## src/rtl/pipe_hazard_ctrl.sv

```systemverilog
// ============================================================================
// Module   : pipe_hazard_ctrl
// Brief    : Stall, bubble, flush and PC-redirect sequencing for the RISC-V
//            fetch/decode/execute pipeline.
// Revision : 1.0  initial release
// ============================================================================
`default_nettype none

module pipe_hazard_ctrl #(
    parameter int RESET_CYCLES = 2,
    parameter int MEM_TIMEOUT  = 255
) (
    input  logic        clk,
    input  logic        rst_n,
    input  logic        id_valid_i,
    input  logic [4:0]  id_rs1_addr_i,
    input  logic [4:0]  id_rs2_addr_i,
    input  logic        id_uses_rs1_i,
    input  logic        id_uses_rs2_i,
    input  logic        ex_valid_i,
    input  logic [4:0]  ex_rd_addr_i,
    input  logic        ex_wb_i,
    input  logic        ex_is_load_i,
    input  logic        ex_redirect_i,
    input  logic [31:0] ex_redirect_addr_i,
    input  logic        mem_req_i,
    input  logic        mem_ready_i,
    output logic        pc_stall_o,
    output logic        if_id_stall_o,
    output logic        if_id_flush_o,
    output logic        id_ex_bubble_o,
    output logic        ex_hold_o,
    output logic        pc_sel_o,
    output logic [31:0] pc_redirect_o,
    output logic [1:0]  state_o,
    output logic [15:0] stall_cnt_o,
    output logic        mem_err_o
);

    localparam int WAIT_W = ($clog2(MEM_TIMEOUT + 1) > 8) ? $clog2(MEM_TIMEOUT + 1) : 8;
    localparam int RST_W  = ($clog2(RESET_CYCLES + 1) > 1) ? $clog2(RESET_CYCLES + 1) : 1;
    localparam logic [WAIT_W-1:0] C_MEM_TIMEOUT = WAIT_W'(MEM_TIMEOUT);
    localparam logic [RST_W-1:0]  C_RST_LAST    = RST_W'(RESET_CYCLES - 1);

    typedef enum logic [1:0] {
        ST_RESET_HOLD = 2'd0,
        ST_RUN        = 2'd1,
        ST_MEM_WAIT   = 2'd2,
        ST_FLUSH      = 2'd3
    } state_t;

    state_t            r_state;
    logic [WAIT_W-1:0] r_wait_cnt;
    logic [RST_W-1:0]  r_rst_cnt;
    logic [15:0]       r_stall_cnt;
    logic              r_mem_err;

    logic w_mem_stall;
    logic w_redirect;
    logic w_load_use;
    logic w_timeout;

    assign w_mem_stall = ex_valid_i & mem_req_i & ~mem_ready_i;
    assign w_redirect  = ex_valid_i & ex_redirect_i;
    assign w_load_use  = ex_valid_i & ex_is_load_i & ex_wb_i & (ex_rd_addr_i != 5'd0) & id_valid_i &
                         ((id_uses_rs1_i & (id_rs1_addr_i == ex_rd_addr_i)) |
                          (id_uses_rs2_i & (id_rs2_addr_i == ex_rd_addr_i)));
    assign w_timeout   = ~mem_ready_i & (r_wait_cnt >= C_MEM_TIMEOUT);

    always_comb begin
        pc_stall_o     = 1'b0;
        if_id_stall_o  = 1'b0;
        if_id_flush_o  = 1'b0;
        id_ex_bubble_o = 1'b0;
        ex_hold_o      = 1'b0;
        pc_sel_o       = 1'b0;
        pc_redirect_o  = 32'd0;
        case (r_state)
            ST_RESET_HOLD: begin
                pc_stall_o     = 1'b1;
                if_id_stall_o  = 1'b1;
                if_id_flush_o  = 1'b1;
                id_ex_bubble_o = 1'b1;
            end
            ST_RUN: begin
                if (w_mem_stall) begin
                    pc_stall_o    = 1'b1;
                    if_id_stall_o = 1'b1;
                    ex_hold_o     = 1'b1;
                end else if (w_redirect) begin
                    pc_sel_o       = 1'b1;
                    pc_redirect_o  = ex_redirect_addr_i;
                    if_id_flush_o  = 1'b1;
                    id_ex_bubble_o = 1'b1;
                end else if (w_load_use) begin
                    pc_stall_o     = 1'b1;
                    if_id_stall_o  = 1'b1;
                    id_ex_bubble_o = 1'b1;
                end
            end
            ST_MEM_WAIT: begin
                // Completion and timeout both release the pipeline in the same cycle.
                if (!mem_ready_i && !w_timeout) begin
                    pc_stall_o    = 1'b1;
                    if_id_stall_o = 1'b1;
                    ex_hold_o     = 1'b1;
                end
            end
            ST_FLUSH: begin
                if_id_flush_o  = 1'b1;
                id_ex_bubble_o = 1'b1;
                if (w_redirect) begin
                    pc_sel_o      = 1'b1;
                    pc_redirect_o = ex_redirect_addr_i;
                end
            end
            default: ;
        endcase
    end

    always_ff @(posedge clk or negedge rst_n) begin
        if (!rst_n) begin
            r_state     <= ST_RESET_HOLD;
            r_wait_cnt  <= '0;
            r_rst_cnt   <= '0;
            r_stall_cnt <= 16'd0;
            r_mem_err   <= 1'b0;
        end else begin
            if (pc_stall_o && (r_state != ST_RESET_HOLD) && (r_stall_cnt != 16'hFFFF))
                r_stall_cnt <= r_stall_cnt + 16'd1;
            case (r_state)
                ST_RESET_HOLD: begin
                    if (r_rst_cnt == C_RST_LAST)
                        r_state <= ST_RUN;
                    else
                        r_rst_cnt <= r_rst_cnt + 1'b1;
                end
                ST_RUN: begin
                    if (w_mem_stall) begin
                        r_state    <= ST_MEM_WAIT;
                        r_wait_cnt <= WAIT_W'(1);
                    end else if (w_redirect) begin
                        r_state <= ST_FLUSH;
                    end
                end
                ST_MEM_WAIT: begin
                    if (mem_ready_i) begin
                        r_state <= ST_RUN;
                    end else if (w_timeout) begin
                        r_mem_err <= 1'b1;
                        r_state   <= ST_RUN;
                    end else begin
                        r_wait_cnt <= r_wait_cnt + 1'b1;
                    end
                end
                ST_FLUSH: begin
                    if (!w_redirect)
                        r_state <= ST_RUN;
                end
                default: r_state <= ST_RESET_HOLD;
            endcase
        end
    end

    assign state_o     = r_state;
    assign stall_cnt_o = r_stall_cnt;
    assign mem_err_o   = r_mem_err;

endmodule

`default_nettype wire

```

## config.mk

```make
export PLATFORM = sky130hd
export DESIGN_NAME = pipe_hazard_ctrl
export DESIGN_NICKNAME = d
export VERILOG_FILES = /design/src/rtl/pipe_hazard_ctrl.sv
export SDC_FILE = /design/constraint.sdc
export NUM_CORES = 1
export LEC_CHECK = 0
export CORE_ASPECT_RATIO = 1.75
export CORE_MARGIN = 3
export CORE_UTILIZATION = 41
export DETAILED_ROUTE_END_ITERATION = 8
export GPL_TIMING_DRIVEN = 0
export PLACE_DENSITY = 0.86
export SLEW_MARGIN = 20
export SYNTH_ARGS = -nofsm -noshare
export SYNTH_HDL_FRONTEND = slang
export SYNTH_SLANG_ARGS = --single-unit
```

## constraint.sdc

```tcl
create_clock -name clk -period 5.2 [get_ports clk]
set_input_delay 1.3 -clock clk [delete_from_list [all_inputs] [get_ports clk]]
set_output_delay 1.3 -clock clk [all_outputs]
set_load 0.02 [all_outputs]
```

==> summary.md <==
| Metric | Value |
|---|---|
| Synth Area in Adders | `~4.4%` |
| CP Cell Sequence | `clkdlybuf4s50_1, nand3b_1, nand2_1, a21oi_1, clkbuf_1, and2_1, clkdlybuf4s50_1` |
| Unrepaired setup endpoints after global routing | `no` |
| Synthesized net count | `between 200 and 300` |
| Setup crit end kind | `output pin` |
| Slew HR | `about three fifths` |
| Pwr dens | `between 200 and 300 mW/mm²` |
| CTS tree | `yes` |
| Yosys warns | `0` |
| CP Buf/Inv Count | `3` |
| Rows | `33` |
| Post-Syn Instances | `between 200 and 250` |
| Post-synthesis xor/xnor area fraction | `a little over an eighth` |
| Largest family of logic cells by synthesized area | `simple AND/OR/NAND/NOR gates` |
| Area Growth Syn to Fin | `64.00%` |
| Clock-pin slew on the worst setup and hold paths | `about 0.060 ns` |
| DRT iter0 DRCs | `27` |
| GP Congestion | `around 0.78` |
| Root buffer cell | `clkbuf_8` |
| Place WS | `around 0.28 ns` |
| Vias per cell | `5.130` |
| Total negative slack | `0 ns` |
| First-pass GRT wire length | `just over 9 mm` |
| Yosys reg bits | `29` |
| Largest delay share family, worst path | `buffers and inverters` |
| Max stage delay cell, worst path | `clkdlybuf4s50_1` |
| DIE HEIGHT | `98.44 µm` |
| Post-Synth Simple-Gate Area | `33.56%` |
| Critical Path Source Type | `input port` |
| Clock skew | `approximately 0.0042 ns` |
| # setup viols final | `0` |
| Post-synthesis mux area share | `around 2.2%` |
| F_max | `204.5 MHz` |
| Max-slew violations | `0` |
| Sequential fraction of the synthesis area | `between 30% and 40%` |
| Post-synth EDFFs | `0` |
| Initial Utilization | `42.53%` |
| Final nets | `a little under 400` |
| Hold Crit Class | `register to register` |
| Clock tree buffer depth | `2` |
| Required time of the worst setup path | `around 3.9 ns` |
| CTS H-Tree Depth | `2` |
| PnR worst setup slack | `about 0.31 ns` |
| IO Pins | `between 100 and 150` |
| Lkg Pwr | `1.462 nW` |
| Aggregate global-route resource usage | `between 20 and 25%` |
| Slew of the pin with the lowest slew margin | `between 0.6 and 0.7 ns` |
| CTS-repair resized insts | `0` |
| Setup bufs post-CTS | `0` |
| Final Instance Area | `about 0.0033 mm²` |
| Status | `finished, final reports clean` |
| GR Overflow Total | `0` |
| Worst Setup Path Type | `input port to output pin` |
| Fin crit share | `94.03%` |
| Pin count of the biggest net entering global routing | `30` |
| Metal2 WL | `around 3.2 mm` |
| Synth cell types | `45` |
| Die W | `58.82 µm` |
| I/O Buffers | `between 100 and 150` |
| Post-route ant nets | `0` |
| Total via count in the routed design | `roughly 2000` |
| Met3 WL | `a little under 500 µm` |
| Initial antenna violation count | `0` |
| CP peak stage delay | `0.63 ns` |
| Hpwl dp | `around 4.8 mm` |
| Crit path time final | `just under 5 ns` |
| Maxcap violations | `0` |
| Hold-fix buffers, CTS | `0` |
| Crit-path most repeated cell | `clkdlybuf4s50_1` |
| Final WL | `5.650 mm` |
| Ratio of cells with drive above 1 in the final layout | `roughly 7%` |
| CTS Buf Count | `5` |
| Uppermost layer routed | `met4` |
| Vias in the first global route | `between 1500 and 2000` |
| Max FO, Critical Path | `10` |
| Die Footprint | `~0.0058 mm²` |
| Core ar. | `~0.0047 mm²` |
| Final hold violations | `0` |
| Most common flop cell mapped by yosys | `dfrtp_1` |
| Synth Area in Compound Gates | `~6%` |
| Clk sinks | `29` |
| Worst IR drop on VDD | `~0.36 mV` |
| Mapped Area | `roughly 0.0020 mm²` |
| Clk Latency, worst-skew pair | `roughly 0.27 ns` |
| Finished Core Util | `between 60% and 70%` |
| DP Area | `between 0.003 and 0.004 mm²` |
| Worst Path Arrival | `roughly 3.6 ns` |
| # DRC | `0` |
| Metal-1 WL | `about 1.9 mm` |
| Ys async rst share | `100.0%` |
| Detailed Routing Iterations Pass 1 | `4` |
| Post-synthesis average cell area | `9.443 µm²` |
| Avg WL per Cell | `14.64 µm` |
| ANT cells | `0` |
==> per-stage QoR <==
stage,std cells,power (mW),hold WS (ns)
finish,386,0.8788,0.4786
global route,386,0.9374,0.5076
CTS,386,0.8888,0.4867
detailed placement,378,0.7135,0.4744
global placement,378,0.7066,0.4650
floorplan,212,0.5083,0.4498
==> state kept, by name, indices dropped and copies added (netlist names) <==
register and count:
state_o 2, r_rst_cnt 2, r_wait_cnt 8, stall_cnt_o 16
mem_err_o 1
==> power breakdown <==
group          switching [mW]  internal [mW]
logic                   0.214          0.216
clock network          0.0763         0.0948
registers              0.0285          0.249
==> cells by family (layout without fill, tap and decap cells) <==
family	after synthesis	in the layout
AO/OA/AOI/OAI	15	15
XOR/XNOR	31	31
adder cells (fa/ha/maj)	7	7
buffers and inverters	16	138
flip-flops	29	29
multiplexers	4	4
AND/OR/NAND/NOR	110	110
==> area by class of cell <==
| cell class | instances | area, µm² |
|---|---|---|
| Buffer | 8 | 51.30 |
| Fill cell | 358 | 1424 |
| Sequential cell | 29 | 725.7 |
| Multi-Input combinational cell | 167 | 1195 |
| Tap cell | 52 | 65.06 |
| Clock buffer | 8 | 80.08 |
| Inverter | 8 | 30.03 |
| Timing Repair Buffer | 114 | 1136 |
==> final timing paths <==
kind | startpoint | end | slack (ns) | cells after the start
worst max-delay path | mem_ready_i | pc_redirect_o[28] | 0.31 | 7
worst min-delay path | r_rst_cnt[0]$_DFFE_PN0P_ | r_rst_cnt[0]$_DFFE_PN0P_ | 0.48 | 1
worst max register to register | state_o[0]$_DFFE_PN0P_ | stall_cnt_o[5]$_DFFE_PN0P_ | 2.97 | 9
worst min register to register | r_rst_cnt[0]$_DFFE_PN0P_ | r_rst_cnt[0]$_DFFE_PN0P_ | 0.48 | 1
max in group asynchronous | rst_n | stall_cnt_o[0]$_DFFE_PN0P_ | 3.74 | 1
min in group asynchronous | rst_n | r_wait_cnt[0]$_DFFE_PN0P_ | 1.05 | 1
==> Yosys cell counts, types with 2 or more instances <==
cell / count / share of area (%)
xnor2_1: 12 / 5.2
dfrtp_1: 29 / 36
inv_1: 8 / 1.5
nor4_2: 2 / 1.2
nor2_1: 13 / 2.4
nand4_1: 9 / 2.8
and3_1: 7 / 2.2
o21ai_0: 3 / 0.75
nor3_1: 6 / 1.5
nand2_1: 14 / 2.6
nand3_1: 7 / 1.7
buf_6: 2 / 1.1
xor2_1: 19 / 8.3
mux2_2: 3 / 1.7
ha_1: 7 / 4.4
nor3b_1: 4 / 1.5
clkbuf_1: 3 / 0.56
nor4_1: 2 / 0.62
a21oi_1: 3 / 0.75
and2_1: 34 / 11
==> per-layer routing <==
layer  global-route usage (%)  vias up
met1                    20.45      912
met4                    7.330        0
met3                    3.539        7
li1                         -      972
met5                        0        -
met2                    38.33       89
==> worst reg2reg max path: cells and delay by family, from the launching register on <==
| family | cells | cell delay, ns |
|---|---|---|
| fa+ha+maj | 1 | 0.28 |
| simple gates | 3 | 0.47 |
| compound gates | 2 | 0.49 |
| flops | 1 | 0.43 |
| buf+inv | 2 | 0.29 |
| xor+xnor | 1 | 0.14 |
==> cells in the final DEF, fill, tap and decap left out, types with 8 or more instances in the layout <==
cell	Yosys	layout
clkdlybuf4s50_1	0	113
nand2_1	14	14
nor2_1	13	13
xnor2_1	12	12
nand4_1	9	9
dfrtp_1	29	29
and2_1	34	34
xor2_1	19	19
inv_1	8	8
No activity file was read; power rests on OpenSTA's default activity.
